===== src/rtl/decode_queue.sv =====
// RV32I decode stage: DEPTH-entry instruction queue feeding a registered decode bundle.
// Optional macro DECODE_MEXT_EN adds MUL/MULH/DIV/REM decoding for R-type funct7=0000001.
module decode_queue #(
    parameter int XLEN  = 32,
    parameter int DEPTH = 4,
    parameter int CNT_W = $clog2(DEPTH + 1)
) (
    input  logic             clk,
    input  logic             rst_n,
    input  logic             in_valid,
    output logic             in_ready,
    input  logic [31:0]      in_instr,
    input  logic [XLEN-1:0]  in_pc,
    input  logic             flush,
    output logic             out_valid,
    input  logic             out_ready,
    output logic [XLEN-1:0]  out_pc,
    output logic [6:0]       opcode,
    output logic [2:0]       funct3,
    output logic [6:0]       funct7,
    output logic [4:0]       rs1,
    output logic [4:0]       rs2,
    output logic [4:0]       rd,
    output logic [31:0]      imm,
    output logic [3:0]       alu_op,
    output logic [7:0]       ctrl,
    output logic             illegal,
    output logic             flush_cs,
    output logic [CNT_W-1:0] occupancy
);
    localparam int PTR_W = $clog2(DEPTH);

    localparam logic [3:0] ALU_NONE = 4'd0;
    localparam logic [3:0] ALU_ADD  = 4'd1;
    localparam logic [3:0] ALU_SUB  = 4'd2;
    localparam logic [3:0] ALU_SLL  = 4'd3;
    localparam logic [3:0] ALU_SLT  = 4'd4;
    localparam logic [3:0] ALU_SLTU = 4'd5;
    localparam logic [3:0] ALU_XOR  = 4'd6;
    localparam logic [3:0] ALU_SRL  = 4'd7;
    localparam logic [3:0] ALU_SRA  = 4'd8;
    localparam logic [3:0] ALU_OR   = 4'd9;
    localparam logic [3:0] ALU_AND  = 4'd10;
    localparam logic [3:0] ALU_ADDI = 4'd11;
`ifdef DECODE_MEXT_EN
    localparam logic [3:0] ALU_MUL  = 4'd12;
    localparam logic [3:0] ALU_MULH = 4'd13;
    localparam logic [3:0] ALU_DIV  = 4'd14;
    localparam logic [3:0] ALU_REM  = 4'd15;
`endif

    localparam logic [6:0] OPC_LUI    = 7'b0110111;
    localparam logic [6:0] OPC_AUIPC  = 7'b0010111;
    localparam logic [6:0] OPC_JAL    = 7'b1101111;
    localparam logic [6:0] OPC_JALR   = 7'b1100111;
    localparam logic [6:0] OPC_BRANCH = 7'b1100011;
    localparam logic [6:0] OPC_LOAD   = 7'b0000011;
    localparam logic [6:0] OPC_STORE  = 7'b0100011;
    localparam logic [6:0] OPC_OPIMM  = 7'b0010011;
    localparam logic [6:0] OPC_OP     = 7'b0110011;

    logic [31:0]      r_instr_mem [DEPTH];
    logic [XLEN-1:0]  r_pc_mem    [DEPTH];
    logic [PTR_W-1:0] r_wr_ptr;
    logic [PTR_W-1:0] r_rd_ptr;
    logic [CNT_W-1:0] r_count;

    logic             r_out_valid;
    logic [XLEN-1:0]  r_out_pc;
    logic [6:0]       r_opcode;
    logic [2:0]       r_funct3;
    logic [6:0]       r_funct7;
    logic [4:0]       r_rs1;
    logic [4:0]       r_rs2;
    logic [4:0]       r_rd;
    logic [31:0]      r_imm;
    logic [3:0]       r_alu_op;
    logic [7:0]       r_ctrl;
    logic             r_illegal;
    logic             r_flush_cs;

    logic [31:0] w_head;
    logic [6:0]  w_opc;
    logic [2:0]  w_f3;
    logic [6:0]  w_f7;
    logic [31:0] w_imm_i, w_imm_s, w_imm_b, w_imm_j, w_imm_u, w_imm_sh;
    logic        w_illegal;
    logic        w_jump;
    logic [3:0]  w_alu;
    logic [7:0]  w_ctrl;
    logic [31:0] w_imm;
    logic [4:0]  w_rs1;
    logic        w_full, w_empty, w_load, w_self_flush, w_push, w_pop;

    assign w_head   = r_instr_mem[r_rd_ptr];
    assign w_opc    = w_head[6:0];
    assign w_f3     = w_head[14:12];
    assign w_f7     = w_head[31:25];
    assign w_imm_i  = {{20{w_head[31]}}, w_head[31:20]};
    assign w_imm_s  = {{20{w_head[31]}}, w_head[31:25], w_head[11:7]};
    assign w_imm_b  = {{19{w_head[31]}}, w_head[31], w_head[7], w_head[30:25], w_head[11:8], 1'b0};
    assign w_imm_j  = {{11{w_head[31]}}, w_head[31], w_head[19:12], w_head[20], w_head[30:21], 1'b0};
    assign w_imm_u  = {w_head[31:12], 12'b0};
    assign w_imm_sh = {27'b0, w_head[24:20]};

    // Decode of the queue head; illegal encodings collapse to an all-zero control bundle.
    always_comb begin
        w_illegal = 1'b0;
        w_jump    = 1'b0;
        w_alu     = ALU_NONE;
        w_ctrl    = 8'h00;
        w_imm     = 32'h0;
        w_rs1     = w_head[19:15];
        case (w_opc)
            OPC_LUI: begin
                w_rs1  = 5'd0;
                w_alu  = ALU_ADDI;
                w_ctrl = 8'h03;
                w_imm  = w_imm_u;
            end
            OPC_AUIPC: begin
                w_alu  = ALU_ADDI;
                w_ctrl = 8'h03;
                w_imm  = w_imm_u;
            end
            OPC_JAL: begin
                w_jump = 1'b1;
                w_ctrl = 8'h41;
                w_imm  = w_imm_j;
            end
            OPC_JALR: begin
                w_jump    = 1'b1;
                w_alu     = ALU_ADDI;
                w_ctrl    = 8'hC3;
                w_imm     = w_imm_i;
                w_illegal = (w_f3 != 3'b000);
            end
            OPC_BRANCH: begin
                w_ctrl    = 8'h20;
                w_imm     = w_imm_b;
                w_illegal = (w_f3 == 3'b010) || (w_f3 == 3'b011);
            end
            OPC_LOAD: begin
                w_alu     = ALU_ADDI;
                w_ctrl    = 8'h0F;
                w_imm     = w_imm_i;
                w_illegal = (w_f3 == 3'b011) || (w_f3 == 3'b110) || (w_f3 == 3'b111);
            end
            OPC_STORE: begin
                w_alu     = ALU_ADDI;
                w_ctrl    = 8'h12;
                w_imm     = w_imm_s;
                w_illegal = (w_f3 > 3'b010);
            end
            OPC_OPIMM: begin
                w_ctrl = 8'h03;
                w_imm  = w_imm_i;
                case (w_f3)
                    3'b000: w_alu = ALU_ADDI;
                    3'b010: w_alu = ALU_SLT;
                    3'b011: w_alu = ALU_SLTU;
                    3'b100: w_alu = ALU_XOR;
                    3'b110: w_alu = ALU_OR;
                    3'b111: w_alu = ALU_AND;
                    3'b001: begin
                        w_alu     = ALU_SLL;
                        w_imm     = w_imm_sh;
                        w_illegal = (w_f7 != 7'b0000000);
                    end
                    default: begin
                        w_alu     = w_f7[5] ? ALU_SRA : ALU_SRL;
                        w_imm     = w_imm_sh;
                        w_illegal = (w_f7 != 7'b0000000) && (w_f7 != 7'b0100000);
                    end
                endcase
            end
            OPC_OP: begin
                w_ctrl = 8'h01;
                if (w_f7 == 7'b0000000) begin
                    case (w_f3)
                        3'b000:  w_alu = ALU_ADD;
                        3'b001:  w_alu = ALU_SLL;
                        3'b010:  w_alu = ALU_SLT;
                        3'b011:  w_alu = ALU_SLTU;
                        3'b100:  w_alu = ALU_XOR;
                        3'b101:  w_alu = ALU_SRL;
                        3'b110:  w_alu = ALU_OR;
                        default: w_alu = ALU_AND;
                    endcase
                end else if (w_f7 == 7'b0100000) begin
                    w_alu     = (w_f3 == 3'b000) ? ALU_SUB : ALU_SRA;
                    w_illegal = (w_f3 != 3'b000) && (w_f3 != 3'b101);
                end else if (w_f7 == 7'b0000001) begin
`ifdef DECODE_MEXT_EN
                    case (w_f3)
                        3'b000:  w_alu = ALU_MUL;
                        3'b001:  w_alu = ALU_MULH;
                        3'b100:  w_alu = ALU_DIV;
                        3'b110:  w_alu = ALU_REM;
                        default: w_illegal = 1'b1;
                    endcase
`else
                    w_illegal = 1'b1;
`endif
                end else begin
                    w_illegal = 1'b1;
                end
            end
            default: w_illegal = 1'b1;
        endcase
        if (w_illegal) begin
            w_jump = 1'b0;
            w_alu  = ALU_NONE;
            w_ctrl = 8'h00;
            w_imm  = 32'h0;
        end
    end

    // A full queue refuses input even when the head leaves the same cycle.
    assign w_full       = (r_count == CNT_W'(DEPTH));
    assign w_empty      = (r_count == '0);
    assign in_ready     = rst_n & ~w_full;
    assign w_load       = ~w_empty & (~r_out_valid | out_ready);
    assign w_self_flush = w_load & w_jump;
    assign w_push       = in_valid & in_ready & ~flush & ~w_self_flush;
    assign w_pop        = w_load & ~flush;

    always_ff @(posedge clk) begin
        if (w_push) begin
            r_instr_mem[r_wr_ptr] <= in_instr;
            r_pc_mem[r_wr_ptr]    <= in_pc;
        end
    end

    always_ff @(posedge clk) begin
        if (!rst_n || flush || w_self_flush) begin
            r_wr_ptr <= '0;
            r_rd_ptr <= '0;
            r_count  <= '0;
        end else begin
            if (w_push) r_wr_ptr <= r_wr_ptr + PTR_W'(1);
            if (w_pop)  r_rd_ptr <= r_rd_ptr + PTR_W'(1);
            r_count <= r_count + CNT_W'(w_push) - CNT_W'(w_pop);
        end
    end

    always_ff @(posedge clk) begin
        if (!rst_n) begin
            r_out_valid <= 1'b0;
            r_out_pc    <= '0;
            r_opcode    <= '0;
            r_funct3    <= '0;
            r_funct7    <= '0;
            r_rs1       <= '0;
            r_rs2       <= '0;
            r_rd        <= '0;
            r_imm       <= '0;
            r_alu_op    <= '0;
            r_ctrl      <= '0;
            r_illegal   <= 1'b0;
            r_flush_cs  <= 1'b0;
        end else if (flush) begin
            r_out_valid <= 1'b0;
        end else if (w_load) begin
            r_out_valid <= 1'b1;
            r_out_pc    <= r_pc_mem[r_rd_ptr];
            r_opcode    <= w_opc;
            r_funct3    <= w_f3;
            r_funct7    <= w_f7;
            r_rs1       <= w_rs1;
            r_rs2       <= w_head[24:20];
            r_rd        <= w_head[11:7];
            r_imm       <= w_imm;
            r_alu_op    <= w_alu;
            r_ctrl      <= w_ctrl;
            r_illegal   <= w_illegal;
            r_flush_cs  <= w_jump;
        end else if (out_ready) begin
            r_out_valid <= 1'b0;
        end
    end

    assign out_valid = r_out_valid;
    assign out_pc    = r_out_pc;
    assign opcode    = r_opcode;
    assign funct3    = r_funct3;
    assign funct7    = r_funct7;
    assign rs1       = r_rs1;
    assign rs2       = r_rs2;
    assign rd        = r_rd;
    assign imm       = r_imm;
    assign alu_op    = r_alu_op;
    assign ctrl      = r_ctrl;
    assign illegal   = r_illegal;
    assign flush_cs  = r_flush_cs;
    assign occupancy = r_count;
endmodule


===== config.mk =====
export PLATFORM = sky130hd
export DESIGN_NAME = decode_queue
export DESIGN_NICKNAME = d
export VERILOG_FILES = /design/src/rtl/decode_queue.sv
export SDC_FILE = /design/constraint.sdc
export NUM_CORES = 1
export LEC_CHECK = 0
export CORE_MARGIN = 2
export CORE_UTILIZATION = 60
export DETAILED_ROUTE_END_ITERATION = 10
export GPL_TIMING_DRIVEN = 0
export PLACE_DENSITY_LB_ADDON = 0.05
export RECOVER_POWER = 50
export SETUP_SLACK_MARGIN = 0.15
export SLEW_MARGIN = 0
export SYNTH_ARGS = -nofsm -noshare
export SYNTH_HDL_FRONTEND = slang
export SYNTH_SLANG_ARGS = --single-unit

===== constraint.sdc =====
create_clock -name clk -period 7.9 [get_ports clk]
set_clock_uncertainty 0.1 [all_clocks]
set_input_delay 1.58 -clock clk [delete_from_list [all_inputs] [get_ports clk]]
set_output_delay 1.58 -clock clk [all_outputs]
set_load 0.05 [all_outputs]

==> impl_metrics.py, run 1 <==
metrics = {
    "grt": {
        "track_usage_pct": 26.5,
        "grt_max_degree": 57,
        "grt_pass1_wl_um": 51400,
        "grt-ovfl-total": 0,
        "first_global_vias": 9106,
        "antenna_found_initial": 6,
    },
    "synth": {
        "synth_cell_type_count": 68,
        "ys_ff_latch": 375,
        "synthCells": 979,
        "synth_ff_type": "edfxtp_1",
        "synth-edff-count": 256,
        "yosysWarnings": 0,
        "synth-async-reset-ratio_pct": 0,
        "yosysSeqAreaShare_pct": 68.7,
        "syn_avg_cell_area_um2": 15.0,
        "syn_area_um2": 14700,
        "synth_nets": 1060,
    },
    "job": {
        "cap_violations": 0,
    },
    "die": {
        "io_pins": 184,
        "core-area_um2": 24200,
        "die_x_um": 160,
        "die_h_um": 160,
        "start_util_pct": 60.6,
        "die_area_um2": 25700,
        "num_rows": 57,
    },
    "clock_network": {
        "cts_tree": "yes",
        "clock-sinks": 375,
        "clk_pin_slew_ns": 0.06,
        "ctsHoldBuffers": 0,
        "cts_setup_buffers": 0,
        "worstSkewPairLatency_ns": 0.52,
        "cts-buffers-inserted": 38,
        "cts_root_buf": "clkbuf_16",
        "cts_buffer_depth": 3,
        "htree_levels": 2,
        "ctsResizeCount": 0,
    },
    "sta": {
        "finalSetupViolations": 0,
        "final_hold_viol_count": 0,
        "max_slew.worst_pin.slew_ns": 1.16,
        "tns_ns": 0,
        "min_period_over_period_pct": 73.9,
        "rsz0062_at_grt": "no",
        "slew_violations": 0,
        "fin_crit_ns": 5.84,
        "maxSlewHeadroom_pct": 22.3,
        "fin_ws_ns": 2.06,
        "max_clock_freq_ghz": 0.171,
    },
    "route": {
        "drc_errors": 0,
        "drtIter0Drc": 607,
        "vias": 9158,
        "first_pass_iters": 7,
        "ant_nets": 0,
        "routed_wl_um": 33800,
        "viasPerCell": 5.87,
        "wl_per_cell_um": 21.7,
    },
    "finish": {
        "n_fill_cell": 1514,
        "final_cell_area_um2": 18200,
        "area_growth_pct": 24.4,
        "finalNonFillerCells": 1561,
        "nets": 1287,
        "drive_gt1_share_pct": 14.1,
    },
    "worst_setup_path": {
        "cp_max_fo": 10,
        "reg2reg_depth": 13,
        "crit_type": "input pin to output pin",
        "r2r_setup_slack_ns": 3.10,
        "cp-startpoint": "rst_n",
        "worstPathArrival_ns": 4.16,
        "startpoint_type": "input pin",
        "endpoint_kind": "output pin",
        "cp.required_ns": 6.22,
        "reg2reg_to": "imm[28]",
    },
    "pwr": {
        "ir_drop_mv": 0.202,
        "p_per_area_nw_per_um2": 225,
        "p_leak_nw": 6.20,
        "finalPower_w": 0.00411,
    },
    "hold_path": {
        "whs_endpoint": "funct3[1]",
        "hold_path_depth": 2,
        "hp-class": "register to register",
        "min_from": "funct3[1]",
    },
    "placement": {
        "routabilityCongestion": 0.866,
        "dpl_cell_area_um2": 17000,
        "pre_cts_slack_ns": 2.22,
        "dpl.hpwl_um": 22500,
        "place_inst": 1490,
        "io_buffers": 183,
    },
    "status": {
        "status": "complete, no violations",
    },
}
## Yosys cell counts, types with 3 or more instances
cell type  instances  area share (%)
mux4_2            60             9.2
buf_4              4            0.20
buf_1             10            0.26
clkbuf_1          45             1.2
nand2_1          181             4.6
nor3_1             4            0.14
buf_2              5            0.17
mux4_1             5            0.90
a21oi_1           72             2.5
o41ai_1            3            0.18
o31ai_1           14            0.72
nor3b_1            3            0.15
nor2b_1            3            0.13
inv_1             13            0.33
nand2b_1           8            0.34
mux2i_1            6            0.41
or2_2              3            0.13
edfxtp_1         256              52
o21ai_0            5            0.17
dfxtp_1          119              16
and2_1             5            0.21
a21boi_0           3            0.15
and3_1             5            0.21
o211a_1            4            0.27
nor2_1            22            0.56
a22oi_1           22             1.1
o31ai_2           28             2.4
xnor2_1            6            0.36
a21o_1             4            0.20
ha_1              11            0.94
a211oi_1           4            0.20
## flip-flops by register name, indices dropped and copies added (netlist names), 3 cells and up, named ones only
signal and count:
r_instr_mem 128, funct3 3, alu_op 4, funct7 7
ctrl 7, rs1 5, out_pc 32, imm 32
r_pc_mem 128, rs2 5, opcode 7, rd 5
occupancy 3
## kinds of logic (layout without fill, tap and decap cells)
family / count (synthesis) / after routing / synth area share [%]
other cells: 0 / 2 / 0
flops: 375 / 375 / 68.7
mux: 73 / 73 / 10.7
buf+inv: 80 / 336 / 2.36
compound gates: 179 / 179 / 9.06
xor+xnor: 7 / 7 / 0.418
simple gates: 252 / 252 / 7.64
fa+ha+maj: 13 / 13 / 1.14
## per-stage QoR
step / hold slack [ns] / util, %
2_1_floorplan: 0.414 / -
3_3_place_gp: 0.343 / 69.9
3_5_place_dp: 0.343 / 70.4
4_1_cts: 0.356 / 75.4
5_1_grt: 0.371 / 75.4
6_report: 0.351 / 75.4
## worst max-delay path by stage
stage                          to  cells after the start
2_1_floorplan            in_ready                      3
4_1_cts                  in_ready                      5
3_5_place_dp             in_ready                      5
5_1_grt                  in_ready                      5
3_3_place_gp   r_instr_mem[1][15]                      8
6_report                 in_ready                      5
## power by group
part	internal (W)	switching, W	total, W	leakage [nW]
Sequential	0.00212	0.0000111	0.00213	3.27
Combinational	0.0000808	0.000149	0.000230	2.33
Clock	0.00103	0.000718	0.00175	0.601
Total	0.00323	0.000878	0.00411	6.20
## worst max-delay path, stage by stage
cell,delay (ns)
dlygate4sd3_1,0.71
clkinv_1,0.24
clkbuf_1,0.41
a21oi_1,0.35
clkdlybuf4s50_1,0.86
## per-layer routing
metal  routed length, um  GRT usage, %  vias to the layer above
li1                    -             -                     4195
met1               14100          35.5                     4548
met2               16500          44.1                      342
met3                2210          5.32                       69
met4                 982          8.85                        4
met5                  23             0                        -
## cell usage in the layout, fill, tap and decap left out, types with 5 or more instances in the layout
cell type        instances
mux2i_1                  6
buf_1                   10
clkbuf_16               39
and2_1                   5
clkdlybuf4s50_1          6
o21ai_0                  5
nand2_1                181
mux4_1                   5
a22oi_1                 22
nand2b_1                 8
dlygate4sd3_1          177
mux4_2                  60
buf_2                    5
ha_1                    11
o31ai_2                 28
o31ai_1                 14
nor2_1                  22
inv_1                   13
a21oi_1                 72
clkbuf_8                 9
xnor2_1                  6
edfxtp_1               256
clkbuf_1                58
dfxtp_1                119
## final cells by class
cell class / count / area (um^2) / share of cell area (%)
buffer: 66 / 293 / 1.61
tap: 324 / 405 / 2.22
clock buffer: 61 / 1150 / 6.30
clock inverter: 8 / 75.1 / 0.412
inverter: 14 / 52.6 / 0.288
timing repair buffer: 187 / 1930 / 10.6
multi-input combinational: 524 / 4260 / 23.4
antenna: 2 / 5.00 / 0.0274
sequential: 375 / 10100 / 55.2
(Power assumes the default switching activity.)
==> inputs of run 2 (changes only) <==
Settings changed: CORE_UTILIZATION 60 to 55.
Clock period 7.9 ns to 6 ns, I/O delays scaled along.
==> run 2 against run 1 <==
The flow now finishes with violations (design-rule violations). Worst setup slack worse by 0.98 ns. Via count fell by 0.91%. Largest cell class unchanged. Critical path type unchanged. First-iteration DRC count rose by 27%.
==> impl_metrics.py, run 2 (same netlist as run 1, synthesis figures left out) <==
metrics = {
    "clock_network": {
        "cts_root_buf": "clkbuf_16",
        "ctsHoldBuffers": 0,
        "worstSkewPairLatency_ns": 0.52,
        "cts_setup_buffers": 0,
        "ctsResizeCount": 0,
        "clock-sinks": 375,
        "cts_tree": "yes",
        "cts-buffers-inserted": 38,
        "htree_levels": 2,
        "cts_buffer_depth": 3,
        "clk_pin_slew_ns": 0.06,
    },
    "worst_setup_path": {
        "cp_max_fo": 10,
        "endpoint_kind": "output pin",
        "max_stage_delay_ns": 0.84,
        "cp-endpoint": "in_ready",
        "crit_family": "buffers and inverters",
        "crit_cells": 5,
        "worstPathArrival_ns": 3.62,
        "cp-startpoint": "rst_n",
        "cp_num_buf_inv": 4,
        "crit_type": "input pin to output pin",
        "slowest_stage": "clkdlybuf4s50_1",
        "reg2reg_to": "imm[28]",
        "worstPathCellList": "dlygate4sd3_1 > clkinv_1 > clkbuf_1 > a21oi_1 > clkdlybuf4s50_1",
        "r2r_setup_slack_ns": 1.27,
        "startpoint_type": "input pin",
        "cp.required_ns": 4.70,
        "reg2reg_depth": 13,
    },
    "pwr": {
        "pwr-share-clk_pct": 41.8,
        "p_per_area_nw_per_um2": 293,
        "finalPower_w": 0.00534,
        "sw_frac_of_total_pct": 21.4,
        "p_comb_share_pct": 5.6,
        "ir_drop_mv": 0.264,
        "power_frac_seq_pct": 52.6,
        "internal_power_w": 0.00420,
        "p_leak_nw": 6.19,
        "switchingPower_w": 0.00114,
    },
    "placement": {
        "dpl.hpwl_um": 22900,
        "io_buffers": 183,
        "routabilityCongestion": 0.894,
        "dpl_cell_area_um2": 17000,
    },
    "grt": {
        "first_global_vias": 9078,
        "grt_pass1_wl_um": 52400,
        "antenna_found_initial": 4,
        "grt_max_degree": 51,
        "grt-ovfl-total": 0,
        "track_usage_pct": 24.6,
    },
    "route": {
        "viasPerCell": 5.77,
        "first_pass_iters": 8,
        "wl_per_cell_um": 21.5,
        "ant_nets": 0,
        "drtIter0Drc": 768,
        "drc_errors": 28,
        "routed_wl_um": 33800,
        "vias": 9075,
    },
    "finish": {
        "n_fill_cell": 1820,
        "area_growth_pct": 24.3,
        "biggestRegsByFlops": "r_instr_mem x128, r_pc_mem x128",
        "final_core_util_pct": 69.7,
        "final_cell_area_um2": 18200,
        "nets": 1287,
        "layout_commonest_cell": "edfxtp_1",
        "final_cell_mix": "256 x edfxtp_1, 181 x nand2_1, 180 x dlygate4sd3_1",
        "drive_gt1_share_pct": 13.8,
    },
    "sta": {
        "tns_ns": 0,
        "final_hold_viol_count": 0,
        "holdWs_ns": 0.351,
        "slew_violations": 0,
        "fin_crit_ns": 4.92,
        "rsz0062_at_grt": "no",
        "max_slew.worst_pin.slew_ns": 1.16,
        "maxSlewHeadroom_pct": 22.7,
        "max_clock_freq_ghz": 0.203,
        "finalSetupViolations": 0,
        "min_period_over_period_pct": 82.0,
    },
    "hold_path": {
        "hp-class": "register to register",
    },
    "die": {
        "num_rows": 59,
        "core-area_um2": 26100,
        "io_pins": 184,
        "start_util_pct": 56.1,
        "die_h_um": 167,
        "die_area_um2": 28000,
        "die_x_um": 167,
    },
    "job": {
        "cap_violations": 0,
    },
    "status": {
        "violations": "design-rule violations",
        "status": "finished with violations",
    },
}
[run 2: worst min path at each step]
stage | cells past startpoint | slack [ns] | to | start
2_1_floorplan | 2 | 0.41 | r_wr_ptr[1] | r_wr_ptr[1]
3_3_place_gp | 2 | 0.34 | ctrl[0] | ctrl[0]
3_5_place_dp | 2 | 0.34 | ctrl[0] | ctrl[0]
4_1_cts | 2 | 0.36 | rs2[2] | rs2[2]
5_1_grt | 2 | 0.37 | ctrl[0] | ctrl[0]
6_report | 2 | 0.35 | out_pc[27] | out_pc[27]
[run 2: stage by stage]
stage / setup WS (ns) / instances
floorplan: 1.66 / 979
global placement: -0.212 / 1497
detailed placement: 1.20 / 1501
CTS: 1.19 / 1568
global route: 0.951 / 1570
finish: 1.08 / 1573
[run 2: layout make-up]
class                           instances  area, um^2  area share (%)
Multi-Input combinational cell        524        4260            23.4
Sequential cell                       375       10100            55.3
Buffer                                 66         293            1.61
Clock inverter                         10         114           0.625
Tap cell                              335         419            2.30
Clock buffer                           57        1050            5.78
Inverter                               14        52.6           0.288
Antenna cell                            5        12.5          0.0687
Timing Repair Buffer                  187        1940            10.7
[run 2: per-layer routing]
layer  part of all wire, %  GRT usage (%)  vias up
li1                      -              -     4181
met1                    42           34.3     4473
met3                   7.2           4.47       67
met4                   3.3           8.28        0
met5                     0              0        -
met2                    47           39.9      354
[run 2: power groups by stage]
stage / combinational, W / clock, W / sequential (W)
after floorplan: 0.000122 / 0 / 0.00291
after detailed placement: 0.000314 / 0 / 0.00286
final: 0.000301 / 0.00223 / 0.00281
after global placement: 0.000307 / 0 / 0.00286
after CTS: 0.000316 / 0.00227 / 0.00281
after global routing: 0.000325 / 0.00236 / 0.00281
[run 2: tightest hold or removal path, cell delays in order (launching register included)]
cell     delay [ns]
dfxtp_1        0.30
nand2_1        0.05
a21oi_1        0.05
==> inputs of run 3 (changes only) <==
Clock period 6 ns to 4.8 ns, I/O delays scaled along.
==> run 3 against run 2 <==
The run still ends with design-rule violations left. Hold slack is the same. Worst setup slack worse by 0.70 ns. Largest cell class unchanged. Non-clock buffer count unchanged.
==> impl_metrics.py, run 3 (same netlist as run 1, synthesis figures left out) <==
metrics = {
    "finish": {
        "area_growth_pct": 24.4,
        "nets": 1287,
        "seqCellArea_um2": 10100,
        "biggestRegsByFlops": "r_instr_mem x128, r_pc_mem x128",
        "final_cell_area_um2": 18200,
        "multiInputGateArea_um2": 4270,
        "final_cell_mix": "256 x edfxtp_1, 181 x nand2_1, 180 x dlygate4sd3_1",
        "drive_gt1_share_pct": 14.2,
        "layout_commonest_cell": "edfxtp_1",
        "n_fill_cell": 1816,
    },
    "die": {
        "die_x_um": 167,
        "io_pins": 184,
        "die_area_um2": 28000,
        "start_util_pct": 56.1,
        "core-area_um2": 26100,
        "die_h_um": 167,
        "num_rows": 59,
    },
    "route": {
        "met1_length_um": 14400,
        "drc_errors": 28,
        "wl_per_cell_um": 21.5,
        "wl_met3_um": 2330,
        "met2_length_um": 16100,
        "vias": 9074,
        "routed_wl_um": 33800,
        "highest_layer": "met4",
        "first_pass_iters": 9,
        "viasPerCell": 5.77,
        "ant_nets": 0,
        "drtIter0Drc": 774,
    },
    "clock_network": {
        "clock-sinks": 375,
        "clk_pin_slew_ns": 0.06,
        "cts_setup_buffers": 0,
        "cts_buffer_depth": 3,
        "htree_levels": 2,
        "cts_root_buf": "clkbuf_16",
        "cts-buffers-inserted": 38,
        "ctsHoldBuffers": 0,
        "worstSkewPairLatency_ns": 0.52,
        "ctsResizeCount": 1,
        "cts_tree": "yes",
    },
    "placement": {
        "routabilityCongestion": 0.894,
        "dpl_cell_area_um2": 17000,
        "io_buffers": 183,
        "dpl.hpwl_um": 22900,
    },
    "worst_setup_path": {
        "crit_type": "input pin to output pin",
        "r2r_setup_slack_ns": 0.55,
        "reg2reg_to": "occupancy[2]",
        "cp-endpoint": "in_ready",
        "worstPathArrival_ns": 3.36,
        "reg2reg_depth": 15,
        "cp.required_ns": 3.74,
        "startpoint_type": "input pin",
        "endpoint_kind": "output pin",
        "cp-startpoint": "rst_n",
        "cp_max_fo": 10,
    },
    "job": {
        "cap_violations": 0,
    },
    "sta": {
        "slew_violations": 0,
        "finalSetupViolations": 0,
        "min_period_over_period_pct": 92.1,
        "fin_crit_ns": 4.42,
        "max_clock_freq_ghz": 0.226,
        "max_slew.worst_pin.slew_ns": 0.993,
        "maxSlewHeadroom_pct": 33.8,
        "holdWs_ns": 0.351,
        "final_hold_viol_count": 0,
        "rsz0062_at_grt": "no",
    },
    "status": {
        "violations": "design-rule violations",
        "status": "finished with violations",
    },
    "grt": {
        "grt_max_degree": 51,
        "first_global_vias": 9078,
        "grt-ovfl-total": 0,
        "antenna_found_initial": 4,
        "grt_pass1_wl_um": 52400,
        "track_usage_pct": 24.6,
    },
    "pwr": {
        "p_leak_nw": 6.20,
        "ir_drop_mv": 0.330,
        "p_per_area_nw_per_um2": 366,
    },
    "hold_path": {
        "hp-class": "register to register",
    },
}
==> run 3: cell type report <==
class	count	share of cell area [%]
plain buffers	66	1.63
diodes	5	0.0686
flip-flops and latches	375	55.2
inverters	14	0.288
clock inverters	10	0.624
repair buffers	187	10.7
multi-input cells	524	23.4
clock buffers	57	5.78
well taps	335	2.30
==> run 3: worst min path at each step <==
stage,end,depth (start not counted),startpoint
CTS,rs2[2],2,rs2[2]
floorplan,r_wr_ptr[1],2,r_wr_ptr[1]
detailed placement,ctrl[0],2,ctrl[0]
global route,ctrl[0],2,ctrl[0]
finish,out_pc[27],2,out_pc[27]
global placement,ctrl[0],2,ctrl[0]
==> run 3: worst max-delay path, cell delays in order <==
cell	delay (ns)
dlygate4sd3_1	0.64
clkinv_1	0.24
clkbuf_1	0.42
a21oi_1	0.25
clkdlybuf4s50_1	0.83
==> run 3: through the flow <==
stage	total power (W)	setup slack (ns)	cells	utilization, %	setup TNS [ns]
3_3_place_gp	0.00397	-1.41	1497	64.7	-343.84
5_1_grt	0.00687	0.231	1570	69.7	0
3_5_place_dp	0.00397	0.184	1501	65.2	0
4_1_cts	0.00674	0.204	1568	69.7	0
2_1_floorplan	0.00379	0.463	979	-	0
6_report	0.00668	0.377	1573	69.8	0
==> run 3: power by group <==
part           internal, W  switching (W)  leakage, nW  total [W]
Clock              0.00163        0.00116        0.572    0.00279
Sequential         0.00349      0.0000177         3.27    0.00351
Combinational     0.000133       0.000244         2.36   0.000377
Total              0.00525        0.00143         6.20    0.00668
==> run 3: per-layer routing <==
metal	vias up	global-route usage (%)
met5	-	0
met2	346	39.9
met4	0	8.28
met1	4486	34.3
li1	4178	-
met3	64	4.47
